--- src/rtl/truth_table_sweeper_pkg.sv ---
// Shared types and constants for the truth-table sweeper.
package truth_table_sweeper_pkg;

    typedef enum logic [1:0] {
        IDLE,
        SETTLE,
        SAMPLE,
        DONE
    } sweep_state_t;

    localparam int unsigned SETTLE_W   = 8;
    localparam int unsigned SETTLE_MIN = 3;

endpackage

--- src/rtl/tts_sync2.sv ---
// Two-flop synchronizer for the gate-under-test output.
module tts_sync2 (
    input  logic clk,
    input  logic rst_n,
    input  logic d_i,
    output logic q_o
);

    logic meta_q;
    logic sync_q;

    always_ff @(posedge clk or negedge rst_n) begin
        if (!rst_n) begin
            meta_q <= 1'b0;
            sync_q <= 1'b0;
        end else begin
            meta_q <= d_i;
            sync_q <= meta_q;
        end
    end

    assign q_o = sync_q;

endmodule

--- src/rtl/truth_table_sweeper.sv ---
// Sweeps every input vector into a gate and assembles its truth-table code.
// Optional self-compare against an expected code: TRUTH_TABLE_SWEEPER_CHECK_EN.
module truth_table_sweeper
    import truth_table_sweeper_pkg::*;
#(
    parameter int unsigned N_IN          = 3,
    parameter int unsigned SETTLE_CYCLES = 4
) (
    input  logic                 clk,
    input  logic                 rst_n,
    input  logic                 start,
    output logic [N_IN-1:0]      stim,
    input  logic                 dut_out,
    output logic                 busy,
    output logic                 done,
    output logic [2**N_IN-1:0]   table_code
`ifdef TRUTH_TABLE_SWEEPER_CHECK_EN
    ,
    input  logic [2**N_IN-1:0]   expected_code,
    output logic                 mismatch,
    output logic [2**N_IN-1:0]   mismatch_mask
`endif
);

    localparam int unsigned         CODE_W   = 2**N_IN;
    localparam logic [N_IN-1:0]     STIM_MAX = {N_IN{1'b1}};
    localparam logic [SETTLE_W-1:0] RELOAD   = SETTLE_W'(SETTLE_CYCLES - 1);

    if (SETTLE_CYCLES < SETTLE_MIN || SETTLE_CYCLES > (2**SETTLE_W - 1)) begin : g_bad_settle
        $error("truth_table_sweeper: SETTLE_CYCLES must be in 3..255");
    end

    sweep_state_t          state_q;
    logic [SETTLE_W-1:0]   cnt_q;
    logic [N_IN-1:0]       stim_q;
    logic [CODE_W-1:0]     code_q;
    logic [CODE_W-1:0]     code_upd;
    logic                  busy_q;
    logic                  done_q;
    logic                  dut_sync;
`ifdef TRUTH_TABLE_SWEEPER_CHECK_EN
    logic [CODE_W-1:0]     exp_q;
    logic [CODE_W-1:0]     mask_q;
    logic                  mis_q;
`endif

    tts_sync2 u_sync (
        .clk   (clk),
        .rst_n (rst_n),
        .d_i   (dut_out),
        .q_o   (dut_sync)
    );

    // Table with the current vector's sample merged in.
    always_comb begin
        code_upd         = code_q;
        code_upd[stim_q] = dut_sync;
    end

    always_ff @(posedge clk or negedge rst_n) begin
        if (!rst_n) begin
            state_q <= IDLE;
            cnt_q   <= '0;
            stim_q  <= '0;
            code_q  <= '0;
            busy_q  <= 1'b0;
            done_q  <= 1'b0;
`ifdef TRUTH_TABLE_SWEEPER_CHECK_EN
            exp_q   <= '0;
            mask_q  <= '0;
            mis_q   <= 1'b0;
`endif
        end else begin
            done_q <= 1'b0;
            case (state_q)
                IDLE: begin
                    if (start) begin
                        state_q <= SETTLE;
                        stim_q  <= '0;
                        code_q  <= '0;
                        cnt_q   <= RELOAD;
                        busy_q  <= 1'b1;
`ifdef TRUTH_TABLE_SWEEPER_CHECK_EN
                        exp_q   <= expected_code;
                        mask_q  <= '0;
                        mis_q   <= 1'b0;
`endif
                    end
                end
                SETTLE: begin
                    if (cnt_q == '0) begin
                        state_q <= SAMPLE;
                    end else begin
                        cnt_q <= cnt_q - SETTLE_W'(1);
                    end
                end
                SAMPLE: begin
                    code_q <= code_upd;
                    if (stim_q == STIM_MAX) begin
                        state_q <= DONE;
                        done_q  <= 1'b1;
                        busy_q  <= 1'b0;
`ifdef TRUTH_TABLE_SWEEPER_CHECK_EN
                        mask_q  <= code_upd ^ exp_q;
                        mis_q   <= |(code_upd ^ exp_q);
`endif
                    end else begin
                        stim_q  <= stim_q + N_IN'(1);
                        cnt_q   <= RELOAD;
                        state_q <= SETTLE;
                    end
                end
                DONE: begin
                    state_q <= IDLE;
                end
                default: begin
                    state_q <= IDLE;
                end
            endcase
        end
    end

    assign stim       = stim_q;
    assign busy       = busy_q;
    assign done       = done_q;
    assign table_code = code_q;
`ifdef TRUTH_TABLE_SWEEPER_CHECK_EN
    assign mismatch      = mis_q;
    assign mismatch_mask = mask_q;
`endif

endmodule

--- config.mk ---
export PLATFORM = sky130hd
export DESIGN_NAME = truth_table_sweeper
export DESIGN_NICKNAME = d
export VERILOG_FILES = /design/src/rtl/truth_table_sweeper_pkg.sv /design/src/rtl/tts_sync2.sv /design/src/rtl/truth_table_sweeper.sv
export SDC_FILE = /design/constraint.sdc
export NUM_CORES = 1
export LEC_CHECK = 0
export CORE_MARGIN = 3
export CORE_UTILIZATION = 25
export DETAILED_ROUTE_END_ITERATION = 8
export MAX_ROUTING_LAYER = met4
export SLEW_MARGIN = 20
export SYNTH_ARGS = -nofsm -noshare
export SYNTH_HDL_FRONTEND = slang
export SYNTH_SLANG_ARGS = --single-unit
--- constraint.sdc ---
create_clock -name clk -period 1.7 [get_ports clk]
set_input_delay 0.255 -clock clk [delete_from_list [all_inputs] [get_ports clk]]
set_output_delay 0.255 -clock clk [all_outputs]
set_load 0.005 [all_outputs]
Word level (Yosys, flattened, before mapping) --
Index checks and enable logic that the tools add are counted.
Storage, ports and cells: logic and storage cells 52, register bits after elaboration 25, input port bits 4, output and inout port bits 13
Cells by class: $add $sub $neg 2, reductions and logical operators 10, muxes and demuxes 21, equal/unequal tests 9, order comparisons 2
Operators with widths (count):
- two-way mux 8 bit | 4
- one-hot mux 8 bit (3 select lines) | 1
- one-hot mux 8 bit (2 select lines) | 1
- inequality test 2 bit (second input constant) | 5
- bitwise mux 8 bit | 1
- zero test 8 bit | 1
- one-hot mux 2 bit (4 select lines) | 1
- subtractor 8 x 1 -> 8 bit (second input constant) | 1
- two-way mux 2 bit | 3
- two-way mux 3 bit | 2
- one-hot mux 3 bit (2 select lines) | 1
- AND reduction 3 bit | 2
- two-way mux 1 bit | 5
- == test 2 bit (second input constant) | 2
- < comparator 3 x 4 -> 1 bit (second input constant) | 1
- AND reduction 2 bit | 2
- AND reduction 4 bit | 1
- adder 3 x 1 -> 3 bit (second input constant) | 1
- demux 1 bit (select 3 bit) | 1
- == test 3 bit (second input constant) | 1
- >= comparator 3 x 1 -> 1 bit (second input constant) | 1
- nonzero test 3 bit | 1
- == test 2 x 1 -> 1 bit (second input constant) | 1
- zero test 2 bit | 1
- 3 further kinds | 3

Logic depth before layout (Yosys ltp) --
Gate-level depths: netlist (run 1).
depth in word-level cells 6, depth in mapped cells 6, depth with buffers taken out 5

Hierarchy --
From an unflattened synthesis (run 1), not the netlist that was laid out.
Unflattened totals: cells, all modules 115, area, all modules 1238.7 um^2
By module, submodules not included:
- truth_table_sweeper | area each 1188.6 um^2, instances 1, cells an instance 113, sequential area each 575.6 um^2
- tts_sync2 | area each 50.0 um^2, instances 1, cells an instance 2, sequential area each 50.0 um^2

Worst setup path before layout (run 1) --
OpenSTA, ideal clock, no wires.
kind register -> register, start register cnt_q[0], end register cnt_q[0], required time 1.621 ns, slack 0.102 ns, data arrival time 1.518 ns, setup time 0.079 ns, period minus slack after synthesis 1.598 ns, cell stages (with the launch flop) 6, buffers on the path 0, cell sequence dfrtp_1 > inv_1 > ha_1 > or3b_2 > o21ai_1 > mux2i_1
On the way: word-level cells in the longest chain between the ends 3, elaborated cells between the ends (all ways) 6, those cells by class 1 x add/sub; 1 x eq/ne; 2 x mux; 2 x reduce/logical
Ends and longest elaborated chain:
- start, declared | line truth_table_sweeper.sv:34 | logic [SETTLE_W-1:0] cnt_q;
- start signal, assigned | line truth_table_sweeper.sv:94 | cnt_q <= cnt_q - SETTLE_W'(1);
- subtractor 8 x 1 -> 8 bit / zero test 8 bit (equally long branches) | line truth_table_sweeper.sv:94, truth_table_sweeper.sv:91
- two-way mux 8 bit / inequality test 2 bit (equally long branches)
- one-hot mux 8 bit (3 select lines) / AND reduction 4 bit (equally long branches)
Several ways; a longest one is shown, not always the timed one. The select of a mux whose other input is x is not followed. A chain may end at the register's enable or synchronous reset.

Worst setup path after layout (run 1) --
start register cnt_q[1], end register cnt_q[5]
The elaborated chain is that of the path after synthesis.

==> metrics.yaml, run 1 <==
syn_nets: 123
period_share_pct: 94.6
detail-route-antenna-nets: 0
tightest_slew_ns: 0.512
drc_errors: 0
hp-class: "in2async"
path_cells: "or4b_4 > a2111oi_4 > mux2i_1"
drive_gt1_share_pct: 19.7
crit_path_start_kind: "register"
synthArstFlopShare_pct: 100
ir_drop_mv: 0.340
final_common_cell: "dfrtp_1"
grt_pass1_wl_um: 4840
yosysTopAreaCell: "dfrtp_1"
grt_max_degree: 26
htreeDepth: 1
clk_latency_ns: 0.27
dieArea_um2: 5840
end_kind: "register"
io_pins: 17
port_buffers: 16
wirelength_um: 2790
wire_per_inst_um: 13.5
synthTopCellsByArea: "dfrtp_1 (51%), mux2i_1 (5.7%), o21ai_0 (4.4%)"
grt_use_total_pct: 10.4
rows: 24
crit_type: "reg2reg"
ys_ff_latch: 25
crit_slowest_cell: "or4b_4"
r2r_start: "cnt_q[1]"
hold_viol_final: 0
gp_congestion: 0.858
final_cell_mix: "dfrtp_1 (24), clkdlybuf4s50_1 (16), buf_4 (12), o21ai_0 (9), nand2_1 (8)"
cts.root.buffer_cell: "clkbuf_8"
power_mw: 2.19
p_leak_nw: 0.705
fin_nets: 151
first_pass_iters: 4
fp.dieH_um: 76.4
path_delay_family: "simple AND/OR/NAND/NOR gates"
syn-instance-count: 115
ys_seq_area_share_pct: 50.5
core_area_um2: 4560
area_delta_synth_final_pct: 31.8
finalCriticalPeriod_ns: 1.61
fill_cells: 459
crit_start: "cnt_q[1]"
outcome: "completed"
multi_input_area_um2: 603
grt_pass1_vias: 1050
yosysUniqueCellTypes: 35
vias_per_cell: 4.98
crit_required_ns: 1.90
clock_sinks: 25
grt_overflow: 0
holdWs_ns: 0.340
cp.arrival_ns: 1.81
cellPowerDensity_nw_per_um2: 1340
postLayoutCoreUtil_pct: 35.8
diodes: 0
start_util_pct: 27.1
syn_area_um2: 1240
drv_cap: 0
yosysTopAreaCellShare_pct: 50.5
drt_iter0_drc: 39
setup_viol: 0
report.final.slew_viol_count: 0
clockBufferDepth: 2
seq_area_um2: 627
avgSynthCellArea_um2: 10.8
ys_warn_count: 0
die_w_um: 76.4
critPathMaxFanout: 3
crit_buf_inv: 0
route.vias.total: 1030
antenna_found_initial: 0
crit_path_max_incr_delay_ns: 0.59
fin_skew_ns: 0.00993
ctsHoldBuffers: 0
synth_edf_count: 0
cts_buffers: 3
path_clk_slew_ns: 0.10
fmax_mhz: 622
slew_headroom_pct: 65.6
tritoncts: "done"
yosys_most_used_dff: "dfrtp_1"
hpwl_um: 2020
-- worst paths after layout --
| kind | end | slack (ns) | depth (start not counted) |
|---|---|---|---|
| worst max-delay path | cnt_q[5] | 0.09 | 3 |
| worst min-delay path | table_code[7] | 0.34 | 2 |
| worst max register to register | cnt_q[5] | 0.09 | 3 |
| worst min register to register | u_sync.q_o | 0.36 | 0 |
| max in group asynchronous | stim[2] | 1.10 | 2 |
| min in group clk | u_sync.q_o | 0.36 | 0 |
-- worst reg2reg max path, delay by kind of cell (launching register included) --
family,cells,cell delay (ns)
compound gates,1,0.35
flops,1,0.41
mux,1,0.21
simple gates,1,0.59
-- area by class of cell --
| cell class | instances | area share [%] |
|---|---|---|
| clock buffer | 3 | 2.53 |
| clock inverter | 1 | 0.460 |
| inverter | 6 | 1.38 |
| multi-input combinational | 79 | 36.9 |
| sequential | 25 | 38.4 |
| tap | 65 | 4.98 |
| timing repair buffer | 28 | 15.3 |
-- state kept, by name, summed over array words and instances, names as in the netlist --
name           count
busy               1
cnt_q              8
done               1
state_q            2
stim               3
table_code         8
u_sync.meta_q      1
u_sync.q_o         1
-- where the power goes --
group	switching [mW]	leakage, nW	internal (mW)
sequential	0.138	0.324	0.732
clock	0.196	0.0217	0.166
combinational	0.458	0.359	0.497
-- per-stage QoR --
step                      std cells  setup WS, ns  setup TNS (ns)  instance area [um^2]
after CTS                       206       0.00158               0                  1590
after floorplan                 115         0.102               0                  1240
after global routing            207    -0.0000870      -0.0000870                  1630
final                           207        0.0911               0                  1630
after global placement          202        0.0320               0                  1540
after detailed placement        202      -0.00233        -0.00233                  1540
-- timing repair --
item                       CTS  global route
setup endpoints to repair    0             9
setup buffers                0             1
resized for setup            0            10
-- cell families (layout without fill, tap and decap cells) --
| logic type | after synthesis | after routing | synth area share, % |
|---|---|---|---|
| adders and majority gates | 4 | 4 | 4.04 |
| DFF | 25 | 25 | 50.5 |
| buffers and inverters | 11 | 38 | 3.33 |
| and+or+nand+nor | 30 | 30 | 15.0 |
| AOI/OAI and AO/OA | 38 | 38 | 21.5 |
| muxes | 7 | 7 | 5.66 |
-- synthesized netlist by cell type, drive strengths merged, types with 2 or more instances --
cell type  instances
nor2               2
o41ai              2
nand3b             2
o21ai             12
nand4              2
o211ai             7
or3b               3
ha                 4
o311ai             2
a21oi              2
nand2b             2
dfrtp             25
inv                6
clkbuf             5
mux2i              7
nand2              8
o31ai              7
-- routing by layer --
metal | vias up | GRT usage, % | wire length (um)
met5 | - | - | 0
met4 | 0 | 3.62 | 34
met3 | 4 | 2.36 | 98
met2 | 22 | 19.0 | 1490
met1 | 518 | 10.9 | 1160
li1 | 486 | - | -
(Power assumes the default switching activity.)
==> inputs of run 2 (changes only) <==
--- a/config.mk
+++ b/config.mk
@@ -8,6 +8,7 @@
 export CORE_MARGIN = 3
 export CORE_UTILIZATION = 25
 export DETAILED_ROUTE_END_ITERATION = 8
+export HOLD_SLACK_MARGIN = 0.08
 export MAX_ROUTING_LAYER = met4
 export SLEW_MARGIN = 20
 export SYNTH_ARGS = -nofsm -noshare
==> results of run 2 <==
No change in the layout: final DEF, timing and power equal those of run 1.
